## config.mk

```make
export PLATFORM = sky130hd
export DESIGN_NAME = nts_tx_arbiter
export DESIGN_NICKNAME = d
export VERILOG_FILES = /design/src/rtl/nts_tx_pkg.sv /design/src/rtl/nts_tx_word_fifo.sv /design/src/rtl/nts_tx_arbiter.sv
export SDC_FILE = /design/constraint.sdc
export NUM_CORES = 1
export LEC_CHECK = 0
export CORE_ASPECT_RATIO = 1.1
export CORE_MARGIN = 2
export CORE_UTILIZATION = 45
export DETAILED_ROUTE_END_ITERATION = 10
export MAX_ROUTING_LAYER = met4
export PLACE_DENSITY = 0.75
export SYNTH_ARGS = -nofsm -noshare
export SYNTH_HDL_FRONTEND = slang
export SYNTH_SLANG_ARGS = --single-unit
export TNS_END_PERCENT = 1
```

## constraint.sdc

```tcl
create_clock -name i_clk -period 8.5 [get_ports i_clk]
set_clock_uncertainty 0.15 [all_clocks]
set_input_delay 0.85 -clock i_clk [delete_from_list [all_inputs] [get_ports i_clk]]
set_output_delay 0.85 -clock i_clk [all_outputs]
set_load 0.05 [all_outputs]
```

## src/rtl/nts_tx_pkg.sv

```systemverilog
// Shared types and helpers for the NTS TX arbiter.
// Holds the FSM encoding, the buffered word record and the byte-mask helper.
package nts_tx_pkg;

  localparam int NTS_MAC_WIDTH = 64;
  localparam int NTS_BYTES_W   = 4;

  typedef enum logic [1:0] {
    ST_IDLE,
    ST_READ,
    ST_DRAIN,
    ST_RELEASE
  } tx_state_e;

  typedef struct packed {
    logic [NTS_MAC_WIDTH-1:0] data;
    logic [7:0]               mask;
    logic                     start;
    logic                     last;
  } tx_word_t;

  // 0 or >8 valid bytes means a full word
  function automatic logic [7:0] bytes_to_mask(
    input logic [NTS_BYTES_W-1:0] n
  );
    logic [7:0] m;
    m = 8'hFF;
    if (n != '0 && n < 4'd8) begin
      m = ~(8'hFF >> n);
    end
    return m;
  endfunction

endpackage

```

## src/rtl/nts_tx_word_fifo.sv

```systemverilog
// Small first-word-fall-through buffer for framed MAC words.
// The head entry is visible on rdata whenever count is non-zero.
module nts_tx_word_fifo
  import nts_tx_pkg::*;
#(
  parameter int DEPTH = 4
) (
  input  logic                     clk,
  input  logic                     rst_n,
  input  logic                     push,
  input  logic                     pop,
  input  tx_word_t                 wdata,
  output tx_word_t                 rdata,
  output logic [$clog2(DEPTH):0]   count
);

  localparam int AW = $clog2(DEPTH);

  tx_word_t       mem_q [DEPTH];
  logic [AW-1:0]  wr_ptr_q, wr_ptr_d;
  logic [AW-1:0]  rd_ptr_q, rd_ptr_d;
  logic [AW:0]    count_q, count_d;

  always_comb begin
    wr_ptr_d = wr_ptr_q + AW'(push);
    rd_ptr_d = rd_ptr_q + AW'(pop);
    count_d  = count_q + (AW+1)'(push) - (AW+1)'(pop);
  end

  always_ff @(posedge clk or negedge rst_n) begin
    if (!rst_n) begin
      wr_ptr_q <= '0;
      rd_ptr_q <= '0;
      count_q  <= '0;
    end else begin
      wr_ptr_q <= wr_ptr_d;
      rd_ptr_q <= rd_ptr_d;
      count_q  <= count_d;
    end
  end

  always_ff @(posedge clk) begin
    if (push) begin
      mem_q[wr_ptr_q] <= wdata;
    end
  end

  assign rdata = mem_q[rd_ptr_q];
  assign count = count_q;

endmodule

```

## src/rtl/nts_tx_arbiter.sv

```systemverilog
// Round-robin collector of engine TX packets onto one 64-bit MAC stream.
// Frames packets with start/last/byte-mask and cuts overlong ones.
module nts_tx_arbiter
  import nts_tx_pkg::*;
#(
  parameter int ENGINES        = 4,
  parameter int MAC_DATA_WIDTH = 64,
  parameter int BUF_DEPTH      = 4,
  parameter int MAX_WORDS      = 200
) (
  input  logic                              i_clk,
  input  logic                              i_areset_n,
  input  logic [ENGINES-1:0]                i_engine_packet_available,
  output logic [ENGINES-1:0]                o_engine_packet_read,
  input  logic [ENGINES-1:0]                i_engine_fifo_empty,
  output logic [ENGINES-1:0]                o_engine_fifo_rd_en,
  input  logic [MAC_DATA_WIDTH*ENGINES-1:0] i_engine_fifo_rd_data,
  input  logic [NTS_BYTES_W*ENGINES-1:0]    i_engine_bytes_last_word,
  output logic [MAC_DATA_WIDTH-1:0]         o_mac_tx_data,
  output logic [7:0]                        o_mac_tx_data_valid,
  output logic                              o_mac_tx_start,
  output logic                              o_mac_tx_last,
  input  logic                              i_mac_tx_ready,
  output logic                              o_busy,
  output logic                              o_error_truncated,
  output logic [3:0]                        o_grant
);

  localparam int GW = (ENGINES > 1) ? $clog2(ENGINES) : 1;
  localparam int CW = $clog2(MAX_WORDS + 1);
  localparam int BW = $clog2(BUF_DEPTH);

  tx_state_e               state_q, state_d;
  logic [GW-1:0]           grant_q, grant_d;
  logic [GW-1:0]           rr_q, rr_d;
  logic [CW-1:0]           wcnt_q, wcnt_d;
  logic                    inflight_q, inflight_d;

  logic [BW:0]             buf_count;
  logic                    buf_valid, push, pop;
  tx_word_t                in_word, head;
  logic                    g_empty, at_max, rd_ok;
  logic [NTS_MAC_WIDTH-1:0] g_data;
  logic [NTS_BYTES_W-1:0]  g_bytes;
  logic [CW:0]             requested;
  logic [GW-1:0]           pick, idx;
  logic [GW:0]             sum;
  logic                    found;

  assign g_empty = i_engine_fifo_empty[grant_q];
  assign g_data  = i_engine_fifo_rd_data[NTS_MAC_WIDTH*grant_q +: NTS_MAC_WIDTH];
  assign g_bytes = i_engine_bytes_last_word[NTS_BYTES_W*grant_q +: NTS_BYTES_W];

  // first requester at or after rr, wrapping
  always_comb begin
    pick  = rr_q;
    found = 1'b0;
    sum   = '0;
    idx   = '0;
    for (int i = ENGINES - 1; i >= 0; i--) begin
      sum = {1'b0, rr_q} + (GW+1)'(i);
      if (sum >= (GW+1)'(ENGINES)) begin
        sum = sum - (GW+1)'(ENGINES);
      end
      idx = sum[GW-1:0];
      if (i_engine_packet_available[idx]) begin
        pick  = idx;
        found = 1'b1;
      end
    end
  end

  assign buf_valid = (buf_count != '0);
  assign pop       = buf_valid && i_mac_tx_ready;
  assign requested = {1'b0, wcnt_q} + (CW+1)'(inflight_q);
  assign at_max    = (wcnt_q == CW'(MAX_WORDS - 1));
  assign rd_ok     = !g_empty
                  && (requested < (CW+1)'(MAX_WORDS))
                  && (({1'b0, buf_count} + (BW+2)'(inflight_q))
                      < (BW+2)'(BUF_DEPTH));

  always_comb begin
    state_d              = state_q;
    grant_d              = grant_q;
    rr_d                 = rr_q;
    wcnt_d               = wcnt_q;
    inflight_d           = 1'b0;
    push                 = 1'b0;
    o_engine_fifo_rd_en  = '0;
    o_engine_packet_read = '0;
    o_error_truncated    = 1'b0;
    in_word.data         = g_data;
    in_word.mask         = 8'hFF;
    in_word.start        = (wcnt_q == '0);
    in_word.last         = 1'b0;
    unique case (state_q)
      ST_IDLE: begin
        if (found) begin
          grant_d = pick;
          wcnt_d  = '0;
          state_d = ST_READ;
        end
      end
      ST_READ: begin
        if (inflight_q) begin
          push   = 1'b1;
          wcnt_d = wcnt_q + CW'(1);
          if (g_empty) begin
            in_word.last = 1'b1;
            in_word.mask = bytes_to_mask(g_bytes);
            state_d      = ST_DRAIN;
          end else if (at_max) begin
            in_word.last      = 1'b1;
            o_error_truncated = 1'b1;
            state_d           = ST_DRAIN;
          end
        end
        if (rd_ok) begin
          o_engine_fifo_rd_en[grant_q] = 1'b1;
          inflight_d                   = 1'b1;
        end
      end
      ST_DRAIN: begin
        if (!buf_valid) begin
          state_d = ST_RELEASE;
        end
      end
      ST_RELEASE: begin
        o_engine_packet_read[grant_q] = 1'b1;
        rr_d    = (grant_q == GW'(ENGINES - 1)) ? '0 : grant_q + GW'(1);
        state_d = ST_IDLE;
      end
    endcase
  end

  always_ff @(posedge i_clk or negedge i_areset_n) begin
    if (!i_areset_n) begin
      state_q    <= ST_IDLE;
      grant_q    <= '0;
      rr_q       <= '0;
      wcnt_q     <= '0;
      inflight_q <= 1'b0;
    end else begin
      state_q    <= state_d;
      grant_q    <= grant_d;
      rr_q       <= rr_d;
      wcnt_q     <= wcnt_d;
      inflight_q <= inflight_d;
    end
  end

  nts_tx_word_fifo #(
    .DEPTH (BUF_DEPTH)
  ) u_buf (
    .clk   (i_clk),
    .rst_n (i_areset_n),
    .push  (push),
    .pop   (pop),
    .wdata (in_word),
    .rdata (head),
    .count (buf_count)
  );

  assign o_mac_tx_data       = buf_valid ? head.data : '0;
  assign o_mac_tx_data_valid = buf_valid ? head.mask : 8'h00;
  assign o_mac_tx_start      = buf_valid && head.start;
  assign o_mac_tx_last       = buf_valid && head.last;
  assign o_busy              = (state_q != ST_IDLE);
  assign o_grant             = 4'(grant_q);

endmodule

```

**Word level (Yosys, flattened, before mapping)**

Memories as Yosys holds them, arrays and structs flattened.
Index checks and enable logic that the tools add are counted.

- Bits in registers: 22
- Bits in latches: 0
- Memory bits (writable): 296
- ROM bits: 0
- Bits of input ports: 283
- Output and inout port bits: 88
- Word-level logic and storage cells: 123
- Memories kept: 1

Memory list:

| name | words | bits a word | rd ports | clocked after Yosys merged registers in | write ports | line | text |
|---|---|---|---|---|---|---|---|
| u_buf.mem_q | 4 | 74 | 1 | 0 | 1 | nts_tx_word_fifo.sv:19 | `tx_word_t mem_q [DEPTH];` |

- $add $sub $neg: 15
- Multiply operators: 0
- Div/mod/pow operators: 0
- Magnitude comparators: 13
- Equal/unequal tests: 9
- Shift-type cells: 3
- Muxes and demuxes: 56
- Bitwise logic cells: 1
- Reduce and logical (&&, ||, !) cells: 17

Operators by type and width:

| cell | count |
|---|---|
| $shiftx 256x9->64 | 1 |
| $mux 64 | 1 |
| $mux 8 | 7 |
| $mux 2 | 14 |
| $mux 1 | 23 |
| $pmux 8 s2 | 1 |
| $shiftx 16x5->4 | 1 |
| $lt 2x3->1 const B | 5 |
| $mux 4 | 3 |
| $bmux 1 s2 | 5 |
| $add 8x1->9 | 1 |
| $ge 3x3->1 const B | 3 |
| $lt 9x8->1 const B | 1 |
| $add 8x1->8 const B | 1 |
| $eq 8x8->1 const B | 1 |
| $logic_not 8->1 | 1 |
| $not 8->8 | 1 |
| $pmux 2 s4 | 1 |
| $shr 8x4->8 const A | 1 |
| $sub 2x1->2 const B | 4 |
| $logic_and 1x1->1 | 7 |
| $add 2x2->3 const B | 2 |
| $eq 2x2->1 const B | 3 |
| $ne 2x2->1 const B | 3 |
| 21 further kinds | 23 |

**Logic depth before layout (Yosys ltp)**

Gate-level depths: netlist of the first run.

- Depth in word-level cells: 11
- Mapped depth: 8
- Mapped depth without buffers: 7

**By module**

A second synthesis of the first run with hierarchy kept.

- Cells, all modules: 725
- Area, all modules: 14387.5 µm²

By module, submodules not included:

| module | times used | cells each | area an instance (µm²) | seq. area each (µm²) |
|---|---|---|---|---|
| nts_tx_word_fifo | 1 | 409 | 11013.1 | 9063.7 |
| nts_tx_arbiter | 1 | 316 | 3374.5 | 375.4 |

**Worst setup path after synthesis of the first run**

OpenSTA, ideal clock, no wires.

- Kind: reg-to-reg
- From: reg state_q[1]
- To: mem u_buf.mem_q[1][0] (netlist bit) (enable)
- Library setup time: 0.612 ns
- Data arrival time: 6.310 ns
- Data required time: 7.738 ns
- Setup slack: 1.427 ns
- Stages on the path, launching flop included: 6
- Path buffers: 1
- Period minus slack after synthesis: 7.073 ns
- Cells stage by stage: dfrtp_1 -> inv_1 -> ha_1 -> buf_4 -> nand2_1 -> nor3b_1

- Word-level cells in the longest chain between the ends: 4

RTL lines:

| item | line | text |
|---|---|---|
| from (decl) | nts_tx_arbiter.sv:33 | `tx_state_e state_q, state_d;` |
| from (signal assigned) | nts_tx_arbiter.sv:144 | `state_q <= state_d;` |
| $eq 2x1->1 | nts_tx_arbiter.sv:96 | `unique case (state_q)` |
| $mux 1 | nts_tx_arbiter.sv:96 |  |
| $mux 1 | nts_tx_word_fifo.sv:43 | `if (push) begin` |
| $mux 1 (implied by the code) | nts_tx_word_fifo.sv:44 | `mem_q[wr_ptr_q] <= wdata;` |
| to (decl) | nts_tx_word_fifo.sv:19 |  |

No other way between the ends.

**Final worst setup path of the first run**

- From: reg u_buf.rd_ptr_q[0]
- To: out o_mac_tx_data[46]

- Word-level cells in the longest chain between the ends: 2

RTL lines:

| item | line | text |
|---|---|---|
| from (decl) | nts_tx_word_fifo.sv:21 | `logic [AW-1:0] rd_ptr_q, rd_ptr_d;` |
| from (signal assigned) | nts_tx_word_fifo.sv:37 | `rd_ptr_q <= rd_ptr_d;` |
| $mem_v2 4x74 | -- |  |
| $mux 64 | nts_tx_arbiter.sv:164 | `assign o_mac_tx_data = buf_valid ? head.data : '0;` |
| to (decl) | nts_tx_arbiter.sv:19 | `output logic [MAC_DATA_WIDTH-1:0] o_mac_tx_data,` |

No other way between the ends.

==> flow_summary.ini, run 1 <==
[outcome]
outcome = complete, no violations

[synth]
yosys.area.top_type = edfxtp_1
avgSynthCellArea_um2 = 19.8
synth_common_cells = 296 x edfxtp_1, 143 x mux4_2, 83 x and2_1, 22 x buf_2, 22 x dfrtp_1
ys_seq_elements = 318
async_flop_share = 0.0692
yosysMostFrequentCell = edfxtp_1
synth_cells = 726
synthDistinctLibCells = 54
synthesis.area_mm2 = 0.0144
synth_enable_flop_cells = 296
yosys_warnings = 0
synth-seq-area-share = 0.656
synth_area_leaders = edfxtp_1 62%, mux4_2 22%, dfrtp_1 3.8%
yosysTopAreaCellShare = 0.618
synth_ff_type = edfxtp_1

[sta]
setup_viol = 0
tns_ps = 0
finalHoldViolCount = 0
maxSlewViolCount = 0
slew_headroom = 0.278
finalCritPeriodShare = 0.557
rsz0062_at_grt = no
worstMarginPinSlew_ps = 1080
clock.fmax_ghz = 0.211
fin_crit_ps = 4730

[cells_and_area]
drive_gt1_frac = 0.197
fin_cells = 1540
area_delta_synth_final_pct = 36.3
final_nets = 1395
fill_cells = 2238

[cts]
clock_latency_ps = 540
cts_root_buf = clkbuf_16
cts.clk_slew.worst_paths_ps = 60
htreeDepth = 1
postCtsSetupRepairBufs = 0
ctsHoldBuffers = 0
post_cts_resized = 0
cts_buffer_depth = 3
numCtsBuffers = 30
cts.sinks = 318
cts_tree = built

[min_path]
worstHoldPathType = flip-flop to flip-flop
hp-start = u_buf.wr_ptr_q[1]$_DFF_PN0_
hold_depth = 1
worstHoldEndpoint = u_buf.wr_ptr_q[1]$_DFF_PN0_

[worst_setup_path]
reg2reg_from = state_q[1]$_DFFE_PN0P_
cp-start-kind = flip-flop
crit_chain = buf_4, mux4_2, and2_1, clkdlybuf4s50_1
r2r_cells = 6
crit_path_end_kind = output pin
arrival_ps = 3730
slowest_stage = dfrtp_4
path_class = flip-flop to output pin
crit_fanout = 47
r2r-end = u_buf.mem_q[3][38]$_DFFE_PP_
slowest_delay_ps = 1070
rrSetupSlack_ps = 5210
required_ps = 7500

[floorplan]
die_h_um = 192
io_pins = 371
core-area_mm2 = 0.0314
die_width_um = 174
floorplan.initialDensity = 0.458
rows = 68
dieArea_mm2 = 0.0334

[grt]
grt_pass1_wl_mm = 49.8
antenna_found_initial = 0
grt_max_degree = 77
globalRouteMet3Util = 0.0306
grt_use_met1 = 0.251
track_usage = 0.200
grt_pass1_vias = 8928
grt_busiest_layer = met2
overflow = 0
grt_util_met2 = 0.348

[power]
total_power_w = 0.00529
peakVddDrop_uv = 132
p_per_area_mw_per_mm2 = 270
p_leak_nw = 6.52

[placement]
gp_congestion = 0.776
dp.cells = 1483
hpwl_mm = 21.5
portBuffers = 368

[run]
drv_cap = 0

[routing]
drtIter0Drc = 590
drt_pre_antenna_iters = 5
num_vias = 8370
drc = 0
post_drt_wl_per_cell_um = 21.2
viasPerCell = 5.44
routed_wl_mm = 32.6
drtAntennaViolNets = 0
[final cells by class]
cell class	count	area, um2	area share
Inverter	23	86.3	0.00440
Clock inverter	23	333	0.0170
Multi-Input combinational cell	343	4660	0.237
Sequential cell	318	9450	0.482
Antenna cell	1	2.50	0.000128
Clock buffer	33	783	0.0399
Timing Repair Buffer	379	3770	0.192
Tap cell	420	526	0.0268
[cells in the final DEF (no fill, tap or decap), types with 3 or more instances in the layout]
cell and n:
nand2b_1 3, clkinv_2 5, buf_4 11, dfrtp_1 18, nand4_1 3, edfxtp_1 296
and2_1 83, a22o_1 3, conb_1 6, nand2_1 13, a21oi_1 5, o21ai_1 3
clkdlybuf4s50_1 368, bufinv_16 9, clkinv_1 8, nor2_1 11, inv_1 21, mux4_2 143
clkbuf_16 31, a2111oi_1 4, ha_1 16, xnor2_1 6, dfrtp_4 4, o22ai_1 5
[where the power goes]
group	internal [W]	total [W]	switching [W]
Clock	0.000932	0.00148	0.000545
Sequential	0.00172	0.00182	0.0000940
Combinational	0.000858	0.00200	0.00114
[worst max path at each step]
| stage | cells after the start | from | to | slack, ps |
|---|---|---|---|---|
| after global routing | 4 | u_buf.rd_ptr_q[0]$_DFF_PN0_ | o_mac_tx_data[46] | 3450 |
| after global placement | 4 | u_buf.rd_ptr_q[0]$_DFF_PN0_ | o_mac_tx_data[13] | 4220 |
| final | 4 | u_buf.rd_ptr_q[0]$_DFF_PN0_ | o_mac_tx_data[46] | 3770 |
| after CTS | 4 | u_buf.rd_ptr_q[0]$_DFF_PN0_ | o_mac_tx_data[46] | 3590 |
| after detailed placement | 4 | u_buf.rd_ptr_q[0]$_DFF_PN0_ | o_mac_tx_data[46] | 4180 |
| after floorplan | 5 | state_q[1]$_DFFE_PN0P_ | u_buf.mem_q[1][0]$_DFFE_PP_ | 1430 |
[critical path: cells and delay by family (launching register included)]
family                 cells  cell delay [ps]
buffers and inverters      2             1350
flip-flops                 1             1070
multiplexers               1              570
AND/OR/NAND/NOR            1              180
[flip-flops by register name, summed over array words and instances (netlist names)]
signal,count
u_buf.mem_q,296
wcnt_q,8
u_buf.count,3
grant_q,2
rr_q,2
state_q,2
u_buf.rd_ptr_q,2
u_buf.wr_ptr_q,2
inflight_q,1
[logic make-up after synthesis]
logic type	synth area share
buffers and inverters	0.0225
xor gates and xnor gates	0.00487
DFF	0.656
other	0.000522
AOI/OAI and AO/OA	0.0181
and+or+nand+nor	0.0545
adders and majority gates	0.0153
muxes	0.228
[per-layer routing]
layer | vias to the layer above | routed length, um
li1 | 3712 | -
met5 | - | 0
met4 | 0 | 605
met3 | 51 | 2080
met2 | 313 | 17000
met1 | 4294 | 13000
[metrics by stage]
| stage | util | hold slack, ps | cell area (um2) | setup slack, ps |
|---|---|---|---|---|
| 4_1_cts | 0.624 | 435 | 19600 | 3590 |
| 5_1_grt | 0.624 | 453 | 19600 | 3450 |
| 2_1_floorplan | - | 338 | 14400 | 1430 |
| 3_3_place_gp | 0.589 | 400 | 18500 | 4220 |
| 3_5_place_dp | 0.589 | 425 | 18500 | 4180 |
| 6_report | 0.625 | 430 | 19600 | 3770 |
Power figures use the tool's default switching activity.
==> run 2, diff against run 1 <==
==> constraint.sdc (replaced) <==
create_clock -name i_clk -period 4.8 [get_ports i_clk]
set_clock_uncertainty 0.15 [all_clocks]
set_input_delay 0.48 -clock i_clk [delete_from_list [all_inputs] [get_ports i_clk]]
set_output_delay 0.48 -clock i_clk [all_outputs]
set_load 0.05 [all_outputs]
==> flow_summary.ini, run 2 (synthesis gave the netlist of run 1 again) <==
[outcome]
outcome = complete, no violations

[floorplan]
die_width_um = 174
floorplan.initialDensity = 0.458
die_h_um = 192
core-area_mm2 = 0.0314
io_pins = 371
rows = 68
dieArea_mm2 = 0.0334

[sta]
rsz0062_at_grt = no
slew_headroom = 0.267
worstMarginPinSlew_ps = 1100
clock.fmax_ghz = 0.261
setup_viol = 0
maxSlewViolCount = 0
holdWs_ps = 426
fin_crit_ps = 3840
finalCritPeriodShare = 0.800
finalHoldViolCount = 0

[cts]
cts.sinks = 318
numCtsBuffers = 34
cts.clk_slew.worst_paths_ps = 60
ctsHoldBuffers = 0
cts_tree = built
htreeDepth = 2
cts_root_buf = clkbuf_16
clock_latency_ps = 490
postCtsSetupRepairBufs = 0
post_cts_resized = 0
cts_buffer_depth = 3

[worst_setup_path]
required_ps = 4170
reg2reg_from = state_q[1]$_DFFE_PN0P_
crit_chain = mux4_2, nor2b_1, o221a_2, and2_1, clkdlybuf4s50_1
r2r-end = u_buf.mem_q[3][41]$_DFFE_PP_
crit_family = buffers and inverters
cp-start-kind = flip-flop
crit_fanout = 34
crit_path_end_kind = output pin
slowest_stage = clkdlybuf4s50_1
path_buf_inv = 1
path_class = flip-flop to output pin
rrSetupSlack_ps = 1860
slowest_delay_ps = 810
r2r_cells = 6
arrival_ps = 3210

[cells_and_area]
top_register = u_buf.mem_q
final_nets = 1402
area_delta_synth_final_pct = 37.0
drive_gt1_frac = 0.204
final_cell_mix = 368 x clkdlybuf4s50_1, 296 x edfxtp_1, 143 x mux4_2
final_common_cell = clkdlybuf4s50_1
largest_reg_flops = 296

[run]
drv_cap = 0

[placement]
hpwl_mm = 21.5
gp_congestion = 0.768
portBuffers = 368

[routing]
num_vias = 8403
drtAntennaViolNets = 0
drc = 0
routed_wl_mm = 32.8
drt_pre_antenna_iters = 4
drtIter0Drc = 591
post_drt_wl_per_cell_um = 21.2
viasPerCell = 5.43

[grt]
antenna_found_initial = 0
grt_pass1_wl_mm = 50.1
grt_pass1_vias = 8984
track_usage = 0.203
overflow = 0
grt_max_degree = 77

[power]
total_power_w = 0.00944
p_leak_nw = 6.57
p_per_area_mw_per_mm2 = 479
peakVddDrop_uv = 223

[min_path]
worstHoldPathType = input port to async pin
## run 2: changes by cell type in the layout (fill, tap and decap cells not counted)
cell / delta
clkinv_1: -6
clkinv_2: +3
clkinvlp_4: +2
bufinv_16: -5
clkbuf_8: +1
buf_12: +3
clkbuf_16: +6
clkbuf_1: +4
## run 2: area by class of cell
class	instances	area, um2
fill	2186	11700
clock buffer	44	962
inverter	23	86.3
multi-input combinational	343	4660
timing repair buffer	382	3830
tap	420	526
antenna	1	2.50
clock inverter	17	190
sequential	318	9450
## run 2: where the power goes
group | internal, W | switching, W | total, W
Combinational | 0.00155 | 0.00200 | 0.00355
Sequential | 0.00305 | 0.000214 | 0.00326
Clock | 0.00163 | 0.000994 | 0.00263
Total | 0.00623 | 0.00321 | 0.00944
## run 2: worst max path at each step
| stage | from | to | slack, ps | cells after the start |
|---|---|---|---|---|
| 6_report | grant_q[1]$_DFFE_PN0P_ | o_engine_fifo_rd_en[3] | 960 | 5 |
| 2_1_floorplan | state_q[1]$_DFFE_PN0P_ | u_buf.mem_q[1][0]$_DFFE_PP_ | -2270 | 5 |
| 5_1_grt | u_buf.rd_ptr_q[0]$_DFF_PN0_ | o_mac_tx_data[10] | 750 | 4 |
| 4_1_cts | u_buf.rd_ptr_q[0]$_DFF_PN0_ | o_mac_tx_data[6] | 850 | 4 |
| 3_3_place_gp | i_engine_fifo_empty[2] | o_engine_fifo_rd_en[3] | 1400 | 6 |
| 3_5_place_dp | i_engine_fifo_empty[2] | o_engine_fifo_rd_en[3] | 1330 | 6 |
## run 2: per-stage QoR
step           area (um2)  utilization  worst slack, ps  setup TNS, ps  cells
6_report            19700        0.628              961              0   1548
5_1_grt             19700        0.627              747              0   1547
4_1_cts             19700        0.627              851              0   1547
3_5_place_dp        18500        0.591             1330              0   1486
3_3_place_gp        18500        0.591             1400              0   1486
2_1_floorplan       14400            -            -2270        -471790    730
## run 2: per-layer routing
layer | GRT usage | vias up | wire, um | share of wire
met1 | 0.255 | 4329 | 13500 | 0.41
met2 | 0.346 | 301 | 16800 | 0.51
met4 | 0.0449 | 0 | 499 | 0.015
met5 | - | - | 0 | 0
met3 | 0.0382 | 46 | 2010 | 0.061
li1 | - | 3727 | - | -
==> run 3, diff against run 2 <==
--- a/config.mk
+++ b/config.mk
@@ -10,7 +10,7 @@
 export CORE_UTILIZATION = 45
 export DETAILED_ROUTE_END_ITERATION = 10
 export MAX_ROUTING_LAYER = met4
-export PLACE_DENSITY = 0.75
+export PLACE_DENSITY = 0.77
 export SYNTH_ARGS = -nofsm -noshare
 export SYNTH_HDL_FRONTEND = slang
 export SYNTH_SLANG_ARGS = --single-unit
==> constraint.sdc (replaced) <==
create_clock -name i_clk -period 3.4 [get_ports i_clk]
set_clock_uncertainty 0.15 [all_clocks]
set_input_delay 0.34 -clock i_clk [delete_from_list [all_inputs] [get_ports i_clk]]
set_output_delay 0.34 -clock i_clk [all_outputs]
set_load 0.05 [all_outputs]
==> flow_summary.ini, run 3 (synthesis gave the netlist of run 1 again) <==
[worst_setup_path]
crit_fanout = 18
reg2reg_from = u_buf.count[0]$_DFF_PN0_
endpoint = o_mac_tx_data[19]
crit_path_end_kind = output pin
cp-start-kind = flip-flop
arrival_ps = 2800
crit_start = u_buf.rd_ptr_q[0]$_DFF_PN0_
required_ps = 2910
path_class = flip-flop to output pin
rrSetupSlack_ps = 650
r2r_cells = 7
r2r-end = u_buf.count[2]$_DFF_PN0_

[power]
p_int_w = 0.00838
swShare = 0.351
p_leak_nw = 6.61
p_switching_w = 0.00452
clkPwrFrac = 0.253
peakVddDrop_uv = 413
p_comb_frac = 0.406
p_per_area_mw_per_mm2 = 656
p_seq_frac = 0.341

[min_path]
worstHoldPathType = input port to async pin

[routing]
viasPerCell = 5.40
routed_wl_mm = 32.8
drt_pre_antenna_iters = 5
drc = 0
post_drt_wl_per_cell_um = 21.2
num_vias = 8365
drtIter0Drc = 555
drtAntennaViolNets = 0

[cells_and_area]
area_delta_synth_final_pct = 36.8
final_common_cell = clkdlybuf4s50_1
largest_reg_flops = 296
multi_input_comb_area_mm2 = 0.00468
fill_cells = 2198
drive_gt1_frac = 0.218
final_nets = 1403
final_cell_mix = 340 x clkdlybuf4s50_1, 296 x edfxtp_1, 143 x mux4_2
top_register = u_buf.mem_q
finalInstanceArea_mm2 = 0.0197
utilization = 0.627
regArea_mm2 = 0.00945

[sta]
rsz0062_at_grt = no
clock.fmax_ghz = 0.304
finalWorstSetupSlack_ps = 109
setup_viol = 0
finalHoldViolCount = 0
worstMarginPinSlew_ps = 944
slew_headroom = 0.371
fin_crit_ps = 3290
maxSlewViolCount = 0
finalCritPeriodShare = 0.968

[grt]
grt_max_degree = 77
grt_pass1_vias = 9008
grt_pass1_wl_mm = 49.9
antenna_found_initial = 3
track_usage = 0.202
overflow = 0

[cts]
cts_root_buf = clkbuf_16
htreeDepth = 1
cts_tree = built
numCtsBuffers = 31
clock_latency_ps = 550
cts.clk_slew.worst_paths_ps = 60
ctsHoldBuffers = 0
cts.sinks = 318
cts_buffer_depth = 3

[floorplan]
io_pins = 371
die_width_um = 174
core-area_mm2 = 0.0314
dieArea_mm2 = 0.0334
floorplan.initialDensity = 0.458
die_h_um = 192
rows = 68

[placement]
hpwl_mm = 22.1
portBuffers = 368
gp_congestion = 0.827
place_area_mm2 = 0.0187
post-place-ws_ps = 575

[outcome]
outcome = complete, no violations

[run]
drv_cap = 0
[run 3: worst max-delay path, cell delays in order (launching register included)]
cell             delay, ps
dfrtp_4                450
buf_4                  360
mux4_2                 540
and2_1                 170
clkdlybuf4s50_1        730
[run 3: repair_timing]
item                                   CTS  global route
setup buffers                            1             0
setup endpoints to repair                7             6
endpoints found under the hold margin    0             0
cloned                                   0             0
pin swaps                                0             0
resized for setup                        0             6
[run 3: layer usage]
| metal | routed length (um) | GRT usage |
|---|---|---|
| met2 | 16900 | 0.351 |
| met5 | 0 | - |
| met4 | 582 | 0.0498 |
| met3 | 2030 | 0.0322 |
| met1 | 13200 | 0.252 |
[run 3: worst min-delay path by stage]
stage	end	cells past startpoint	slack, ps	startpoint
2_1_floorplan	grant_q[0]$_DFFE_PN0P_	0	-110	i_areset_n
3_3_place_gp	state_q[1]$_DFFE_PN0P_	1	410	state_q[1]$_DFFE_PN0P_
3_5_place_dp	state_q[1]$_DFFE_PN0P_	1	420	state_q[1]$_DFFE_PN0P_
4_1_cts	state_q[0]$_DFFE_PN0P_	1	90	i_areset_n
5_1_grt	state_q[0]$_DFFE_PN0P_	1	130	i_areset_n
6_report	wcnt_q[3]$_DFFE_PN0P_	1	100	i_areset_n
[run 3: cell type report]
class	count	share of cell area
clock buffer	39	0.0410
antenna	3	0.000382
tap	420	0.0267
sequential	318	0.481
multi-input combinational	343	0.238
timing repair buffer	386	0.201
clock inverter	17	0.00821
inverter	23	0.00439
[run 3: power groups by stage]
stage / Clock (W) / Sequential [W] / Combinational (W)
floorplan: 0 / 0.00440 / 0.00355
global placement: 0 / 0.00452 / 0.00522
detailed placement: 0 / 0.00452 / 0.00524
CTS: 0.00333 / 0.00440 / 0.00532
global route: 0.00349 / 0.00441 / 0.00552
finish: 0.00326 / 0.00440 / 0.00524
[run 3: metrics by stage]
step | total power, W | hold WS (ps) | cells | setup TNS, ps
floorplan | 0.00795 | -106 | 730 | -2510
global placement | 0.00973 | 411 | 1489 | 0
detailed placement | 0.00976 | 416 | 1489 | 0
CTS | 0.0130 | 92.7 | 1546 | 0
global route | 0.0134 | 135 | 1549 | 0
finish | 0.0129 | 97.5 | 1549 | 0
